`src/rtl/fb_writer.sv`:
```
// Write-side port of the character framebuffer: turns CPU register writes into cell writes,
// with an auto-advancing cursor and a hardware clear-screen fill.
module fb_writer #(
    parameter int unsigned COLS   = 100,
    parameter int unsigned ROWS   = 75,
    parameter int unsigned CELL_W = 2,
    parameter int unsigned ADDR_W = 13
) (
    input  logic              CLK_PIXEL,
    input  logic              RESET_N,
    input  logic              BUS_WE,
    input  logic [1:0]        BUS_ADDR,
    input  logic [7:0]        BUS_DATA,
    output logic              BUSY,
    output logic              FB_WE,
    output logic [ADDR_W-1:0] FB_ADDR,
    output logic [CELL_W-1:0] FB_DATA,
    output logic [6:0]        CURSOR_X,
    output logic [6:0]        CURSOR_Y
);

    localparam logic [ADDR_W-1:0] LastAddr = ADDR_W'(COLS * ROWS - 1);

    typedef enum logic [0:0] {StIdle, StClear} state_e;

    state_e              state_q;
    logic                busy_q;
    logic                fb_we_q;
    logic [ADDR_W-1:0]   fb_addr_q;
    logic [CELL_W-1:0]   fb_data_q;
    logic [6:0]          cursor_x_q;
    logic [6:0]          cursor_y_q;

    logic [ADDR_W-1:0]   char_addr;
    logic [CELL_W-1:0]   data_cell;
    logic                x_last;
    logic                y_last;

    always_comb begin
        char_addr = ADDR_W'(cursor_y_q) * ADDR_W'(COLS) + ADDR_W'(cursor_x_q);
        data_cell = BUS_DATA[CELL_W-1:0];
        x_last    = (cursor_x_q == 7'(COLS - 1));
        y_last    = (cursor_y_q == 7'(ROWS - 1));
    end

    always_ff @(posedge CLK_PIXEL or negedge RESET_N) begin
        if (!RESET_N) begin
            state_q    <= StIdle;
            busy_q     <= 1'b0;
            fb_we_q    <= 1'b0;
            fb_addr_q  <= '0;
            fb_data_q  <= '0;
            cursor_x_q <= '0;
            cursor_y_q <= '0;
        end else begin
            fb_we_q <= 1'b0;
            case (state_q)
                StIdle: begin
                    if (BUS_WE) begin
                        unique case (BUS_ADDR)
                            2'd0: if (32'(BUS_DATA) < COLS) cursor_x_q <= BUS_DATA[6:0];
                            2'd1: if (32'(BUS_DATA) < ROWS) cursor_y_q <= BUS_DATA[6:0];
                            2'd2: begin
                                fb_we_q   <= 1'b1;
                                fb_addr_q <= char_addr;
                                fb_data_q <= data_cell;
                                if (x_last) begin
                                    cursor_x_q <= '0;
                                    cursor_y_q <= y_last ? 7'd0 : cursor_y_q + 7'd1;
                                end else begin
                                    cursor_x_q <= cursor_x_q + 7'd1;
                                end
                            end
                            2'd3: begin
                                // fb_addr_q doubles as the fill counter; fb_data_q holds the fill value
                                state_q   <= StClear;
                                busy_q    <= 1'b1;
                                fb_we_q   <= 1'b1;
                                fb_addr_q <= '0;
                                fb_data_q <= data_cell;
                            end
                            default: ;
                        endcase
                    end
                end
                StClear: begin
                    if (fb_addr_q == LastAddr) begin
                        state_q    <= StIdle;
                        busy_q     <= 1'b0;
                        cursor_x_q <= '0;
                        cursor_y_q <= '0;
                    end else begin
                        fb_we_q   <= 1'b1;
                        fb_addr_q <= fb_addr_q + 1'b1;
                    end
                end
                default: state_q <= StIdle;
            endcase
        end
    end

    assign BUSY     = busy_q;
    assign FB_WE    = fb_we_q;
    assign FB_ADDR  = fb_addr_q;
    assign FB_DATA  = fb_data_q;
    assign CURSOR_X = cursor_x_q;
    assign CURSOR_Y = cursor_y_q;

endmodule
```
`config.mk`:
```
export PLATFORM = sky130hd
export DESIGN_NAME = fb_writer
export DESIGN_NICKNAME = d
export VERILOG_FILES = /design/src/rtl/fb_writer.sv
export SDC_FILE = /design/constraint.sdc
export NUM_CORES = 1
export LEC_CHECK = 0
export BUFFER_PORTS_ARGS = -buffer_cell sky130_fd_sc_hd__buf_2
export CAP_MARGIN = 40
export CORE_MARGIN = 3
export CORE_UTILIZATION = 30
export DETAILED_ROUTE_END_ITERATION = 6
export PLACE_DENSITY = 0.45
export SETUP_SLACK_MARGIN = 0.15
export SLEW_MARGIN = 20
export SYNTH_ARGS = -nofsm -noshare
export SYNTH_HDL_FRONTEND = slang
export SYNTH_SLANG_ARGS = --single-unit
export TNS_END_PERCENT = 10
```
`constraint.sdc`:
```
create_clock -name CLK_PIXEL -period 3 [get_ports CLK_PIXEL]
set_input_delay 0 -clock CLK_PIXEL [delete_from_list [all_inputs] [get_ports CLK_PIXEL]]
set_output_delay 0 -clock CLK_PIXEL [all_outputs]
set_load 0.05 [all_outputs]
```
==> impl_metrics.py, run 1 <==
metrics = {
    "outcome": {
        "status": "completed",
    },
    "power": {
        "p_leak_uw": 0.00176,
        "p_int_uw": 844,
        "p_clk_share_pct": 39.0,
        "p_seq_share_pct": 38.5,
        "fin_total_pwr_uw": 1200,
        "p_sw_share_pct": 29.7,
        "p_comb_share_pct": 22.5,
        "peakVddDrop_uv": 216,
        "p_per_area_nw_per_um2": 316,
        "power.switching_uw": 356,
    },
    "critical_path": {
        "worstPathCellList": "inv_2 > ha_4 > inv_2 > ha_4 > fa_1 > ha_4 > o21ai_2 > nor2_2 > nor4_4 > xnor2_1 > o32a_1 > o22ai_2",
        "critPathTopFamily": "adder cells",
        "critPathKind": "reg -> reg",
        "critPathMostFrequentCell": "ha_4",
        "endpoint_kind": "flop",
        "cp_max_fo": 4,
        "critPathBufInv": 2,
        "ff2ff_path_depth": 12,
        "cp.depth": 12,
        "crit_required_ns": 3.17,
        "slowest_delay_ns": 0.44,
        "arrival_ns": 3.09,
        "critPathSlowestCell": "fa_1",
        "cp-start-kind": "flop",
    },
    "clocking": {
        "path_clk_slew_ns": 0.07,
        "root_buffer": "clkbuf_8",
        "htreeDepth": 2,
        "cts_buffers": 5,
        "insertion_delay_ns": 0.29,
        "numClockSinks": 32,
        "tritoncts": "yes",
        "cts_buffer_depth": 2,
    },
    "timing": {
        "fmax_ghz": 0.342,
        "report.final.slew_viol_count": 0,
        "fin_crit_ns": 2.92,
        "relSlewSlack_pct": 54.6,
        "fin_crit_sh_pct": 97.3,
        "whs_ns": 0.00766,
        "fin_skew_ns": 0.0108,
        "setup_viol_count_final": 0,
        "rsz0062_at_grt": "true",
        "hold_viol": 0,
        "tightest_slew_ns": 0.681,
    },
    "place": {
        "place.gp.congestion": 0.783,
        "dpl.hpwl_mm": 6.88,
        "io_buffers": 43,
    },
    "synth": {
        "syn-num-nets": 372,
        "yosysTopAreaCell": "dfrtp_1",
        "seq_area_frac_synth_pct": 27.7,
        "dominantRegCellSynth": "dfrtp_1",
        "synth_cell_type_count": 64,
        "synth_area_leaders": "dfrtp_1 (28%), ha_1 (14%), a21oi_1 (4.3%), nand2_1 (3.5%), nor2_1 (3.2%)",
        "synth_top_area_share_pct": 27.7,
        "syn-cell-area_um2": 2890,
        "yosys.cell_count.top_type": "ha_1",
        "syn_inst": 323,
        "syn_area_per_cell_um2": 8.96,
        "yosys_warnings": 0,
        "synth_edf_count": 0,
        "synth_top_cells_by_count": "ha_1 (33), dfrtp_1 (32), nand2_1 (27)",
        "async_flop_share_pct": 100,
        "synth_seq_cells": 32,
    },
    "drt": {
        "vias": 2764,
        "antenna_left": 0,
        "viasPerCell": 5.28,
        "drt_wl_total_mm": 8.90,
        "remaining_drc_errors": 0,
        "wl_per_cell_um": 17.0,
        "drtIter0Drc": 89,
        "dr.pass1.iters": 4,
    },
    "floorplanning": {
        "core.rowCount": 35,
        "core-area_um2": 9330,
        "die_h_um": 104,
        "die_width_um": 104,
        "start_util_pct": 31.0,
        "ios": 44,
        "die_area_um2": 10900,
    },
    "global_routing": {
        "grt_start_max_net_pins": 29,
        "grt.busiest_layer": "met2",
        "grt_pass1_vias": 2743,
        "grt_use_total_pct": 16.6,
        "grt_pass1_wl_mm": 14.7,
        "globalRouteMet2Util_pct": 26.6,
        "use_met1_pct": 23.4,
        "antenna_found_initial": 0,
        "grt.met3_usage_pct": 2.67,
        "grt_remaining_overflow": 0,
    },
    "cells_and_area": {
        "syn_to_final_growth_pct": 31.4,
        "fillers": 960,
        "drive_gt1_share_pct": 33.2,
        "final_nets": 442,
        "diodes": 0,
        "multiInputGateArea_um2": 2180,
        "seqCellArea_um2": 811,
    },
    "worst_hold_path": {
        "hold_path_class": "in -> reg",
        "min_path_cells": 3,
    },
    "run": {
        "cap_violations": 0,
    },
}
## layout by cell type, fill, tap and decap left out, types with 3 or more instances in the layout
| cell type | count |
|---|---|
| nand2_1 | 27 |
| dfrtp_1 | 26 |
| nor2_1 | 24 |
| buf_2 | 43 |
| nor3_1 | 7 |
| buf_4 | 24 |
| o21ai_2 | 4 |
| ha_4 | 9 |
| a21oi_1 | 23 |
| dlygate4sd3_1 | 3 |
| o22ai_1 | 7 |
| nand4b_1 | 3 |
| a22o_1 | 3 |
| a21oi_2 | 3 |
| nand4_1 | 6 |
| mux2_2 | 4 |
| xor2_1 | 4 |
| inv_1 | 15 |
| o221ai_1 | 3 |
| o21ai_0 | 12 |
| inv_2 | 4 |
| and4_1 | 3 |
| ha_1 | 23 |
| o21ai_1 | 5 |
| dfrtp_2 | 5 |
| nand3_1 | 14 |
| xnor2_1 | 9 |
| a21o_1 | 8 |
| nand2b_1 | 3 |
| clkbuf_8 | 7 |
## tightest hold or removal path: stages
cell	delay, ns
buf_2	0.09
a21oi_1	0.05
o22ai_1	0.11
## final cells by class
class / instances / area share (%)
Tap cell: 129 / 4.24
Timing Repair Buffer: 71 / 11.7
Clock inverter: 1 / 0.790
Sequential cell: 32 / 21.3
Multi-Input combinational cell: 263 / 57.4
Inverter: 20 / 2.04
Clock buffer: 7 / 2.53
## power groups by stage
stage | combinational, µW | clock, µW | sequential [µW]
CTS | 268 | 482 | 461
detailed placement | 246 | 0 | 471
global route | 297 | 498 | 464
global placement | 244 | 0 | 471
finish | 270 | 468 | 461
floorplan | 116 | 0 | 509
## path summary, 6_finish.rpt
path	start	endpoint	slack [ns]
max reg2reg	CURSOR_Y[2]	FB_ADDR[10]	0.08
min in group asynchronous	RESET_N	CURSOR_Y[6]	0.08
max in group asynchronous	RESET_N	CURSOR_Y[1]	2.49
min	BUS_WE	BUSY	0.008
max	CURSOR_Y[2]	FB_ADDR[10]	0.08
min reg2reg	FB_DATA[1]	FB_DATA[1]	0.50
## flip-flops by register name (all words and copies together) (netlist names)
name,flops
CURSOR_Y,7
FB_WE,1
FB_DATA,2
FB_ADDR,13
state_q,1
BUSY,1
CURSOR_X,7
## logic make-up after synthesis
| group | share of synthesized area, % |
|---|---|
| AOI/OAI and AO/OA | 25.2 |
| xor gates and xnor gates | 4.54 |
| adders and majority gates | 16.3 |
| buffers and inverters | 4.84 |
| DFF | 27.7 |
| muxes | 1.95 |
| and+or+nand+nor | 19.5 |
## stage by stage
| stage | instance area [µm²] | std cells | setup TNS (ns) | utilization (%) | worst slack [ns] |
|---|---|---|---|---|---|
| after floorplan | 3000 | 323 | 0 | - | 0.00138 |
| after global placement | 3440 | 504 | 0 | 36.9 | 0.00331 |
| after detailed placement | 3460 | 505 | -0.0307 | 37.1 | -0.0307 |
| after CTS | 3770 | 523 | 0 | 40.4 | 0.0987 |
| after global routing | 3800 | 523 | -0.131 | 40.8 | -0.0529 |
| final | 3800 | 523 | 0 | 40.8 | 0.0795 |
## per-layer routing
layer | up-vias | wire length (µm) | share of wire [%]
met5 | - | 0 | 0
met4 | 0 | 106 | 1.2
met3 | 13 | 280 | 3.1
met2 | 68 | 4270 | 48
met1 | 1320 | 4250 | 48
li1 | 1363 | - | -
## what timing repair did
| item | in CTS | in global routing |
|---|---|---|
| gates resized for setup | 12 | 6 |
| hold buffers | 3 | 0 |
| pin swaps | 11 | 3 |
| hold endpoints to repair | 34 | 0 |
| gates cloned | 0 | 0 |
| endpoints found under the setup margin | 4 | 5 |
| buffers inserted | 7 | 0 |
No activity file was read; power rests on OpenSTA's default activity.
==> inputs of run 2 (changes only) <==
Settings changed: CELL_PAD_IN_SITES_DETAIL_PLACEMENT set to 1, CELL_PAD_IN_SITES_GLOBAL_PLACEMENT set to 1, PLACE_DENSITY 0.45 to 0.57.
==> impl_metrics.py, run 2 (synthesis gave the netlist of run 1 again) <==
metrics = {
    "place": {
        "postPlaceCellArea_um2": 3480,
        "dpl.hpwl_mm": 7.22,
        "place.gp.congestion": 0.783,
        "io_buffers": 43,
    },
    "cells_and_area": {
        "final_nets": 445,
        "layout_commonest_cell": "buf_2",
        "diodes": 0,
        "final_area_um2": 3800,
        "largest_register_ffs": 13,
        "layout_common_cells": "buf_2 (43), dfrtp_1 (27), nand2_1 (27), buf_4 (27), ha_1 (24)",
        "fillers": 1095,
        "finalCoreUtilization_pct": 40.7,
        "syn_to_final_growth_pct": 31.3,
        "drive_gt1_share_pct": 33.8,
    },
    "timing": {
        "report.final.slew_viol_count": 0,
        "fin_crit_sh_pct": 99.5,
        "fin_crit_ns": 2.99,
        "rsz0062_at_grt": "true",
        "whs_ns": 0.0253,
        "relSlewSlack_pct": 60.8,
        "fin_skew_ns": 0.00479,
        "tightest_slew_ns": 0.589,
        "fmax_ghz": 0.335,
        "setup_viol_count_final": 0,
        "setup_tns_ns": 0,
        "hold_viol": 0,
    },
    "drt": {
        "remaining_drc_errors": 0,
        "wl_per_cell_um": 18.2,
        "antenna_left": 0,
        "dr.pass1.iters": 4,
        "vias": 2816,
        "drtIter0Drc": 50,
        "drt_wl_total_mm": 9.55,
        "viasPerCell": 5.35,
    },
    "global_routing": {
        "grt_pass1_vias": 2976,
        "grt.met3_usage_pct": 2.67,
        "globalRouteMet2Util_pct": 30.2,
        "grt_start_max_net_pins": 33,
        "antenna_found_initial": 0,
        "grt_remaining_overflow": 0,
        "grt.busiest_layer": "met2",
        "use_met1_pct": 24.1,
        "grt_pass1_wl_mm": 15.9,
        "grt_use_total_pct": 17.7,
    },
    "critical_path": {
        "crit_required_ns": 3.18,
        "arrival_ns": 3.16,
        "slowest_delay_ns": 0.46,
        "endpoint_kind": "flop",
        "critPathKind": "reg -> reg",
        "critPathBufInv": 1,
        "cp_max_fo": 5,
        "critPathMostFrequentCell": "ha_4",
        "cp-start-kind": "flop",
        "worstPathCellList": "ha_4 > inv_2 > ha_4 > fa_1 > ha_4 > nor2_1 > o21ba_2 > nor3_4 > nor4bb_4 > xnor2_1 > o21ai_1",
        "critPathTopFamily": "adder cells",
        "critPathSlowestCell": "dfrtp_2",
    },
    "floorplanning": {
        "core.rowCount": 35,
        "ios": 44,
        "start_util_pct": 31.0,
        "die_width_um": 104,
        "core-area_um2": 9330,
        "die_h_um": 104,
        "die_area_um2": 10900,
    },
    "clocking": {
        "insertion_delay_ns": 0.29,
        "numClockSinks": 32,
        "cts_buffer_depth": 2,
        "path_clk_slew_ns": 0.07,
        "tritoncts": "yes",
        "cts_buffers": 5,
        "root_buffer": "clkbuf_8",
        "htreeDepth": 2,
    },
    "run": {
        "cap_violations": 0,
    },
    "power": {
        "peakVddDrop_uv": 168,
        "fin_total_pwr_uw": 1210,
        "p_per_area_nw_per_um2": 319,
        "p_leak_uw": 0.00177,
    },
    "worst_hold_path": {
        "hold_path_class": "in -> reg",
    },
    "outcome": {
        "status": "completed",
    },
}
-- run 2: worst paths after layout --
check | startpoint | cells past startpoint | slack (ns) | to
worst max-delay path | CURSOR_Y[3] | 11 | 0.01 | FB_ADDR[11]
worst min-delay path | BUS_WE | 3 | 0.03 | BUSY
worst max register to register | CURSOR_Y[3] | 11 | 0.01 | FB_ADDR[11]
worst min register to register | FB_DATA[1] | 1 | 0.51 | FB_DATA[1]
max in group asynchronous | RESET_N | 3 | 2.55 | CURSOR_Y[1]
min in group asynchronous | RESET_N | 2 | 0.06 | FB_ADDR[12]
-- run 2: worst register-to-register path, stage by stage (launching register included) --
cell and delay (ns):
dfrtp_2 0.46, ha_4 0.29, inv_2 0.04, ha_4 0.25
fa_1 0.44, ha_4 0.34, nor2_1 0.05, o21ba_2 0.24
nor3_4 0.20, nor4bb_4 0.33, xnor2_1 0.15, o21ai_1 0.09
-- run 2: per-stage QoR --
| stage | std cells | setup slack [ns] |
|---|---|---|
| 6_report | 526 | 0.0142 |
| 5_1_grt | 526 | -0.179 |
| 4_1_cts | 523 | 0.0328 |
| 3_5_place_dp | 509 | -0.0795 |
| 3_3_place_gp | 509 | 0.00972 |
| 2_1_floorplan | 323 | 0.00138 |
-- run 2: power by group --
group          switching, µW  internal (µW)
clock                    182            293
sequential              18.1            443
combinational            166            107
-- run 2: layer usage --
metal	up-vias	routed length, µm
met5	-	0
met4	0	81
met3	10	287
met2	47	4710
met1	1397	4470
li1	1362	-
-- run 2: final cells by class --
cell class / instances / area [µm²] / area share [%]
flip-flops and latches: 32 / 810 / 21.3
well taps: 129 / 161 / 4.25
multi-input cells: 263 / 2160 / 56.8
inverters: 20 / 77.6 / 2.04
clock inverters: 1 / 30.0 / 0.791
clock buffers: 7 / 96.3 / 2.54
repair buffers: 74 / 468 / 12.3
-- run 2: repair_timing --
item | 4_1_cts | 5_1_grt
cloned | 0 | 0
endpoints found under the setup margin | 4 | 5
hold buffers | 3 | 0
setup buffers | 3 | 2
resized for setup | 12 | 4
hold endpoints to repair | 34 | 0
pin swaps | 9 | 3
==> inputs of run 3 (changes only) <==
Settings changed: CORE_ASPECT_RATIO set to 1.1, CORE_MARGIN 3 to unset, REMOVE_ABC_BUFFERS set to 1.
==> impl_metrics.py, run 3 (synthesis gave the netlist of run 1 again) <==
metrics = {
    "cells_and_area": {
        "fillers": 1107,
        "finalCoreUtilization_pct": 41.7,
        "layout_common_cells": "buf_2 (43), buf_4 (35), dfrtp_1 (31), nand2_1 (27), a21oi_1 (23)",
        "largest_register_ffs": 13,
        "finalNonFillerCells": 525,
        "diodes": 0,
        "drive_gt1_share_pct": 35.5,
        "final_nets": 456,
        "layout_commonest_cell": "buf_2",
        "syn_to_final_growth_pct": 34.8,
    },
    "global_routing": {
        "grt_use_total_pct": 20.8,
        "grt_pass1_wl_mm": 16.0,
        "grt_start_max_net_pins": 23,
        "grt_pass1_vias": 3048,
        "antenna_found_initial": 0,
        "grt_remaining_overflow": 0,
    },
    "worst_hold_path": {
        "holdCritStartpoint": "BUS_WE",
        "min_path_cells": 3,
        "whs_endpoint": "BUSY",
        "hold_path_class": "in -> reg",
    },
    "drt": {
        "wl_per_cell_um": 18.6,
        "viasPerCell": 5.48,
        "remaining_drc_errors": 0,
        "dr.pass1.iters": 4,
        "drtIter0Drc": 84,
        "drt_wl_total_mm": 9.75,
        "vias": 2878,
        "antenna_left": 0,
    },
    "timing": {
        "fin_skew_ns": 0.00948,
        "whs_ns": 0.0253,
        "relSlewSlack_pct": 56.4,
        "fin_crit_ns": 2.99,
        "hold_viol": 0,
        "fin_crit_sh_pct": 99.7,
        "setup_viol_count_final": 0,
        "rsz0062_at_grt": "true",
        "tightest_slew_ns": 0.651,
        "report.final.slew_viol_count": 0,
        "fmax_ghz": 0.334,
    },
    "floorplanning": {
        "core.rowCount": 37,
        "core-area_um2": 9350,
        "die_width_um": 95.6,
        "ios": 44,
        "start_util_pct": 30.9,
        "die_area_um2": 10000,
        "die_h_um": 105,
    },
    "place": {
        "dpl.hpwl_mm": 7.23,
        "place.gp.congestion": 0.773,
        "dp_cells": 504,
        "io_buffers": 43,
    },
    "power": {
        "p_leak_uw": 0.00182,
        "fin_total_pwr_uw": 1130,
        "peakVddDrop_uv": 135,
        "p_per_area_nw_per_um2": 288,
    },
    "run": {
        "cap_violations": 0,
    },
    "critical_path": {
        "endpoint_kind": "flop",
        "cp_max_fo": 4,
        "critPathKind": "reg -> reg",
        "cp-start-kind": "flop",
        "ff2ff_path_depth": 12,
        "arrival_ns": 3.16,
        "r2r-start": "CURSOR_Y[2]",
        "regToRegSetupSlack_ns": 0.008,
        "rr_endpoint": "FB_ADDR[11]",
        "crit_required_ns": 3.17,
    },
    "clocking": {
        "path_clk_slew_ns": 0.08,
        "insertion_delay_ns": 0.29,
        "htreeDepth": 2,
        "cts_buffer_depth": 2,
        "numClockSinks": 32,
        "cts_buffers": 5,
        "root_buffer": "clkbuf_8",
        "tritoncts": "yes",
    },
    "outcome": {
        "status": "completed",
    },
}
run 3: changes by cell type in the layout (fill, tap and decap cells not counted), moves of 3 or more:
cell     change
dfrtp_1      +4
dfrtp_2      -3
ha_1         -4
buf_4        +8
run 3: cell type report:
type                       count  area, µm²  area share (%)
sequential                    32        802            20.6
inverter                      20       77.6            1.99
tap                          117        146            3.75
timing repair buffer          85        578            14.8
multi-input combinational    263       2200            56.5
clock inverter                 1       7.51           0.192
clock buffer                   7       86.3            2.21
run 3: worst max-delay path, cell delays in order (launching register included):
cell	delay, ns
dfrtp_1	0.39
inv_2	0.07
ha_4	0.26
inv_2	0.04
ha_4	0.26
fa_2	0.47
ha_4	0.35
nor2_2	0.06
o21ba_4	0.24
nor3_4	0.20
nor4bb_4	0.33
xnor2_1	0.14
o21ai_1	0.07
run 3: how the worst max path moves through the flow:
stage	start	end	slack [ns]	cells after the start
final	CURSOR_Y[2]	FB_ADDR[11]	0.008	12
after global routing	CURSOR_Y[2]	FB_ADDR[11]	-0.08	11
after detailed placement	CURSOR_Y[2]	FB_ADDR[11]	-0.24	12
after CTS	CURSOR_Y[2]	FB_ADDR[11]	0.09	12
after global placement	CURSOR_Y[2]	FB_ADDR[10]	-0.11	12
after floorplan	CURSOR_Y[2]	FB_ADDR[10]	-0.46	12
run 3: routing by layer:
layer / share of wire, % / global-route usage [%]
met4: 1.4 / 5.33
met2: 52 / 37.0
met3: 2.0 / 2.40
met1: 45 / 26.1
met5: 0 / 0
run 3: timing repair:
| action | CTS | global route |
|---|---|---|
| hold buffers | 3 | 0 |
| endpoints found under the hold margin | 34 | 0 |
| buffers inserted | 9 | 1 |
| pin swaps | 14 | 4 |
| endpoints found under the setup margin | 4 | 5 |
| gates resized for setup | 35 | 7 |
| cloned | 0 | 0 |
run 3: report_power, final:
part | internal (µW) | switching, µW
combinational | 122 | 173
sequential | 443 | 16.7
clock | 187 | 185
total | 751 | 374
run 3: stage by stage:
step                      setup WS (ns)  setup TNS, ns  area (µm²)
after floorplan                  -0.457          -1.41        2830
after detailed placement         -0.241         -0.726        3440
after global routing            -0.0816         -0.247        3900
after global placement           -0.114         -0.304        3420
final                           0.00777              0        3900
after CTS                        0.0915              0        3870
